[src/rtl/dac_interp_pkg.sv]
// ---------------------------------------------------------------------------
// dac_interp_pkg : shared types and defaults for the DAC interpolator.  rev 1.0
// ---------------------------------------------------------------------------
`default_nettype none

package dac_interp_pkg;

  localparam int DEF_DATA_WIDTH  = 12;
  localparam int DEF_INTERP_LOG2 = 3;
  localparam int UNDERRUN_CNT_W  = 16;

  typedef enum logic [1:0] {
    S_IDLE  = 2'd0,
    S_PRIME = 2'd1,
    S_RUN   = 2'd2
  } state_t;

endpackage

`default_nettype wire

[src/rtl/dac_interp_lerp.sv]
// ---------------------------------------------------------------------------
// interp_lerp : prev + floor((cur-prev)*k / R), or prev alone when
// LINEAR_INTERP_EN is undefined (zero-order hold).  rev 1.0
// ---------------------------------------------------------------------------
`default_nettype none

module interp_lerp
  import dac_interp_pkg::*;
#(
  parameter int DATA_WIDTH  = DEF_DATA_WIDTH,
  parameter int INTERP_LOG2 = DEF_INTERP_LOG2
) (
  input  logic signed [DATA_WIDTH-1:0]  prev,
  input  logic signed [DATA_WIDTH-1:0]  cur,
  input  logic        [INTERP_LOG2-1:0] k,
  output logic signed [DATA_WIDTH-1:0]  sample
);

`ifdef LINEAR_INTERP_EN
  localparam int PW = DATA_WIDTH + 1 + INTERP_LOG2;

  logic signed [DATA_WIDTH:0] diff;
  logic signed [PW-1:0]       prod;

  assign diff = {cur[DATA_WIDTH-1], cur} - {prev[DATA_WIDTH-1], prev};
  assign prod = $signed({{INTERP_LOG2{diff[DATA_WIDTH]}}, diff})
              * $signed({{(DATA_WIDTH+1){1'b0}}, k});
  // The step always lies between prev and cur, so truncation is exact.
  assign sample = prev + DATA_WIDTH'(prod >>> INTERP_LOG2);
`else
  logic unused_lerp;

  assign unused_lerp = ^{cur, k};
  assign sample      = prev;
`endif

endmodule

`default_nettype wire

[src/rtl/dac_interp.sv]
// ---------------------------------------------------------------------------
// dac_interp : FIFO-fed R-times interpolator for a DAC path; optional
// linear mode via LINEAR_INTERP_EN, zero-order hold otherwise.  rev 1.0
// ---------------------------------------------------------------------------
`default_nettype none

module dac_interp
  import dac_interp_pkg::*;
#(
  parameter int DATA_WIDTH  = DEF_DATA_WIDTH,
  parameter int INTERP_LOG2 = DEF_INTERP_LOG2
) (
  input  logic                      clk,
  input  logic                      rst,
  input  logic                      ena,
  input  logic                      fifo_empty,
  input  logic [DATA_WIDTH-1:0]     fifo_dout,
  output logic                      fifo_rd_en,
  output logic [DATA_WIDTH-1:0]     dout,
  output logic                      dout_valid,
  output logic                      underrun,
  output logic [UNDERRUN_CNT_W-1:0] underrun_cnt
);

  localparam int R = 1 << INTERP_LOG2;
  localparam logic [INTERP_LOG2-1:0] K_RD   = INTERP_LOG2'(R - 2);
  localparam logic [INTERP_LOG2-1:0] K_LAST = INTERP_LOG2'(R - 1);

  state_t                        state;
  logic [INTERP_LOG2-1:0]        k;
  logic signed [DATA_WIDTH-1:0]  prev;
  logic signed [DATA_WIDTH-1:0]  cur;
  logic signed [DATA_WIDTH-1:0]  pending;
  logic                          pend_valid;
  logic                          rd_q;
  logic signed [DATA_WIDTH-1:0]  sample;
  logic                          fresh_valid;
  logic signed [DATA_WIDTH-1:0]  fresh;

  assign fifo_rd_en = !rst && ena && !fifo_empty &&
                      ((state == S_IDLE) || ((state == S_RUN) && (k == K_RD)));

  // A word returning in the same cycle as the interval swap is forwarded.
  assign fresh_valid = pend_valid | rd_q;
  assign fresh       = rd_q ? $signed(fifo_dout) : pending;

  interp_lerp #(
    .DATA_WIDTH  (DATA_WIDTH),
    .INTERP_LOG2 (INTERP_LOG2)
  ) u_lerp (
    .prev   (prev),
    .cur    (cur),
    .k      (k),
    .sample (sample)
  );

  always_ff @(posedge clk) begin
    if (rst) begin
      state        <= S_IDLE;
      k            <= '0;
      prev         <= '0;
      cur          <= '0;
      pending      <= '0;
      pend_valid   <= 1'b0;
      rd_q         <= 1'b0;
      dout         <= '0;
      dout_valid   <= 1'b0;
      underrun     <= 1'b0;
      underrun_cnt <= '0;
    end else begin
      dout_valid <= 1'b0;
      underrun   <= 1'b0;
      rd_q       <= fifo_rd_en && (state == S_RUN);
      if (rd_q) begin
        pending    <= fifo_dout;
        pend_valid <= 1'b1;
      end
      case (state)
        S_IDLE: begin
          if (fifo_rd_en) state <= S_PRIME;
        end
        // The primed word is on the bus now whatever ena does.
        S_PRIME: begin
          prev  <= fifo_dout;
          cur   <= fifo_dout;
          k     <= '0;
          state <= S_RUN;
        end
        S_RUN: begin
          if (ena) begin
            dout       <= sample;
            dout_valid <= 1'b1;
            k          <= k + 1'b1;
            if (k == K_LAST) begin
              prev       <= cur;
              pend_valid <= 1'b0;
              if (fresh_valid) begin
                cur <= fresh;
              end else begin
                underrun <= 1'b1;
                if (underrun_cnt != '1) underrun_cnt <= underrun_cnt + 1'b1;
              end
            end
          end
        end
        default: state <= S_IDLE;
      endcase
    end
  end

endmodule

`default_nettype wire

[config.mk]
export PLATFORM = sky130hd
export DESIGN_NAME = dac_interp
export DESIGN_NICKNAME = d
export VERILOG_FILES = /design/src/rtl/dac_interp_pkg.sv /design/src/rtl/dac_interp_lerp.sv /design/src/rtl/dac_interp.sv
export SDC_FILE = /design/constraint.sdc
export NUM_CORES = 1
export LEC_CHECK = 0
export ABC_AREA = 0
export CAP_MARGIN = 20
export CORE_AREA = 5 5 83 85
export DETAILED_ROUTE_END_ITERATION = 10
export DIE_AREA = 0 0 88 90
export PLACE_DENSITY = 0.78
export SYNTH_ARGS = -nofsm -noshare
export SYNTH_HDL_FRONTEND = slang
export SYNTH_SLANG_ARGS = --single-unit
[constraint.sdc]
create_clock -name clk -period 2.4 [get_ports clk]
set_input_delay 0.6 -clock clk [delete_from_list [all_inputs] [get_ports clk]]
set_output_delay 0.6 -clock clk [all_outputs]
set_load 0.02 [all_outputs]
==> flow_metrics.tcl <==
set metrics [dict create \
    status "completed" \
    areaGrowthSynthToFinish_pct 24.8 \
    fp-row-count 29 \
    skew_ns 0.0143 \
    seqPwrFrac 0.528 \
    pwr-share-clk 0.403 \
    slowest_delay_ns 0.48 \
    pwr-share-comb 0.069 \
    io_pins 47 \
    switching_share 0.239 \
    multi_input_area_um2 1630 \
    cap_violations 0 \
    yosys_warnings 0 \
    clock.fmax_mhz 427 \
    grt_overflow 0 \
    rr_startpoint "k[0]$_SDFFE_PP0P_" \
    synth_ff_type "dfxtp_1" \
    gr-usage-all-layers 0.193 \
    io_buffer_count 46 \
    critPathArrivalTime_ns 1.74 \
    ir_drop_mv 0.348 \
    syn_avg_cell_area_um2 8.40 \
    fillers 528 \
    synth-seq-area-share 0.459 \
    endpoint "fifo_rd_en" \
    fin_crit_ns 2.34 \
    layout.nets 445 \
    drive_above_1_share 0.103 \
    final_core_util 0.648 \
    dp_hpwl_mm 4.86 \
    mostFrequentLayoutCell "dfxtp_1" \
    p_int_mw 1.81 \
    synth-edff-count 0 \
    drt_pass1_iterations 4 \
    slew_headroom 0.492 \
    avgRoutedWirePerCell_um 14.1 \
    regArea_um2 1460 \
    finalHoldViolations 0 \
    cts-buffers-inserted 9 \
    slowest_stage "clkdlybuf4s50_1" \
    crit_path_cell_trace "clkdlybuf4s50_1 > nand2b_1 > or3_4 > a21oi_4 > buf_6" \
    final_cell_mix "dfxtp_1, nand2_1, nor2_1" \
    r2r_cells 6 \
    placed_area_um2 3750 \
    cp-startpoint "ena" \
    insertion_delay_ns 0.35 \
    syn-cell-area_um2 3180 \
    slew_violations 0 \
    hold_path_class "flop to flop" \
    die_x_um 88 \
    cts_htree_levels 3 \
    cp.buffers_inverters 2 \
    setup_viol 0 \
    vias 2808 \
    p_per_area_nw_per_um2 597 \
    clock-root-buffer "clkbuf_8" \
    r2r_setup_slack_ns 0.18 \
    async_flop_share 0 \
    ant_nets 0 \
    finalCritPeriodShare 0.975 \
    p_leak_nw 1.33 \
    drc 0 \
    worst_pin_slew_ns 0.763 \
    synth_cell_types 42 \
    reg2reg_to "underrun_cnt[13]$_SDFFE_PP0P_" \
    drtIter0Drc 202 \
    crit_path_max_fanout 2 \
    cp_top_family "buffers and inverters" \
    crit_required_ns 1.80 \
    grt_max_degree 77 \
    rsz0062_at_grt "no" \
    core_area_um2 6130 \
    stdcell_area_um2 3970 \
    grt_pass1_wl_mm 12.4 \
    tritoncts "done" \
    wl_mm 7.16 \
    antenna_found_initial 0 \
    clkTransAtPathRegs_ns 0.08 \
    cp-start-kind "primary input" \
    insertedDiodeCount 0 \
    vias_per_cell 5.55 \
    start_util 0.519 \
    cts_num_sinks 73 \
    clockBufferDepth 2 \
    synthCells 379 \
    crit_type "primary input to primary output" \
    syn_nets 399 \
    die_area_um2 7920 \
    whs_ns 0.456 \
    die_h_um 90 \
    grt_pass1_vias 2666 \
    min-delay-start "prev[6]$_SDFFE_PP0P_" \
    holdBufCountCts 0 \
    p_sw_mw 0.567 \
    ys_ff_latch 73 \
    worst-path-stages 5 \
    end_kind "primary output" \
    place.gp.congestion 0.763 \
]
## per-layer routing
| metal | vias to the layer above | track usage | part of all wire |
|---|---|---|---|
| met2 | 59 | 0.296 | 0.46 |
| met5 | - | 0 | 0 |
| met4 | 0 | 0.0921 | 0.017 |
| met1 | 1300 | 0.259 | 0.47 |
| met3 | 10 | 0.0356 | 0.050 |
| li1 | 1439 | - | - |
## sequential cells by signal, indices dropped and copies added, names as in the netlist, 2 cells and up
name / flops
prev: 12
underrun_cnt: 16
pending: 12
dout: 12
k: 3
cur: 12
state: 2
## cell families (layout without fill, tap and decap cells)
family	count (synthesis)	count (layout)	share of synthesized area
AND/OR/NAND/NOR	173	173	0.255
AO/OA/AOI/OAI	81	81	0.171
flip-flops	73	73	0.459
buffers and inverters	29	79	0.0373
multiplexers	19	19	0.0621
adder cells (fa/ha/maj)	4	4	0.0157
## what timing repair did
item	4_1_cts	5_1_grt
buffers inserted	0	0
gates resized for setup	4	6
endpoints found under the setup margin	1	2
## worst register-to-register path, cell delays in order, from the launching register on
cell and delay [ns]:
dfxtp_1 0.39, ha_1 0.17, ha_1 0.27, nand4bb_4 0.15
or4b_4 0.57, nor4_1 0.21, mux2_1 0.36
## worst min-delay path by stage
stage,to,slack [ns],depth (start not counted)
2_1_floorplan,dout[10]$_SDFFE_PP0P_,0.43,2
3_3_place_gp,dout[7]$_SDFFE_PP0P_,0.44,2
3_5_place_dp,dout[6]$_SDFFE_PP0P_,0.45,2
4_1_cts,dout[6]$_SDFFE_PP0P_,0.45,2
5_1_grt,dout[5]$_SDFFE_PP0P_,0.48,2
6_report,dout[6]$_SDFFE_PP0P_,0.46,2
## per-stage QoR
| stage | cells | TNS (ns) | setup WS, ns | power, mW |
|---|---|---|---|---|
| finish | 506 | 0 | 0.0600 | 2.37 |
| global route | 506 | 0 | 0.00393 | 2.47 |
| CTS | 506 | 0 | 0.0400 | 2.38 |
| detailed placement | 491 | -1.63 | -0.410 | 1.44 |
| global placement | 491 | -1.19 | -0.388 | 1.44 |
| floorplan | 379 | 0 | 0.261 | 1.37 |
## synthesized netlist by cell type (3+ instances only)
master     n  area share
a211oi_1   3      0.0071
nand2b_1   7       0.014
nand2_1   70       0.083
o41ai_1    3      0.0083
o21ai_0   14       0.022
clkbuf_1  20       0.024
o311ai_0   3      0.0083
mux2i_1   13       0.041
dfxtp_1   73        0.46
nand3_1    8       0.013
inv_1      4      0.0047
a311oi_1  25       0.069
a21oi_1   28       0.044
nor2_1    52       0.061
ha_1       4       0.016
mux2_2     5       0.018
or3_1      4      0.0079
nor2b_1    7       0.014
nor4_1     3      0.0059
nand4_1    4      0.0079
## power by group through the flow
stage	logic (mW)	clock network [mW]	registers, mW
detailed placement	0.160	0	1.28
floorplan	0.0978	0	1.28
global placement	0.158	0	1.28
global route	0.182	1.03	1.26
CTS	0.160	0.970	1.25
finish	0.163	0.957	1.25
## cell type report
| cell class | count | share of cell area |
|---|---|---|
| Clock buffer | 10 | 0.0346 |
| Clock inverter | 5 | 0.0142 |
| Inverter | 4 | 0.00378 |
| Multi-Input combinational cell | 277 | 0.411 |
| Sequential cell | 73 | 0.368 |
| Tap cell | 77 | 0.0243 |
| Timing Repair Buffer | 60 | 0.145 |
(Power assumes the default switching activity.)
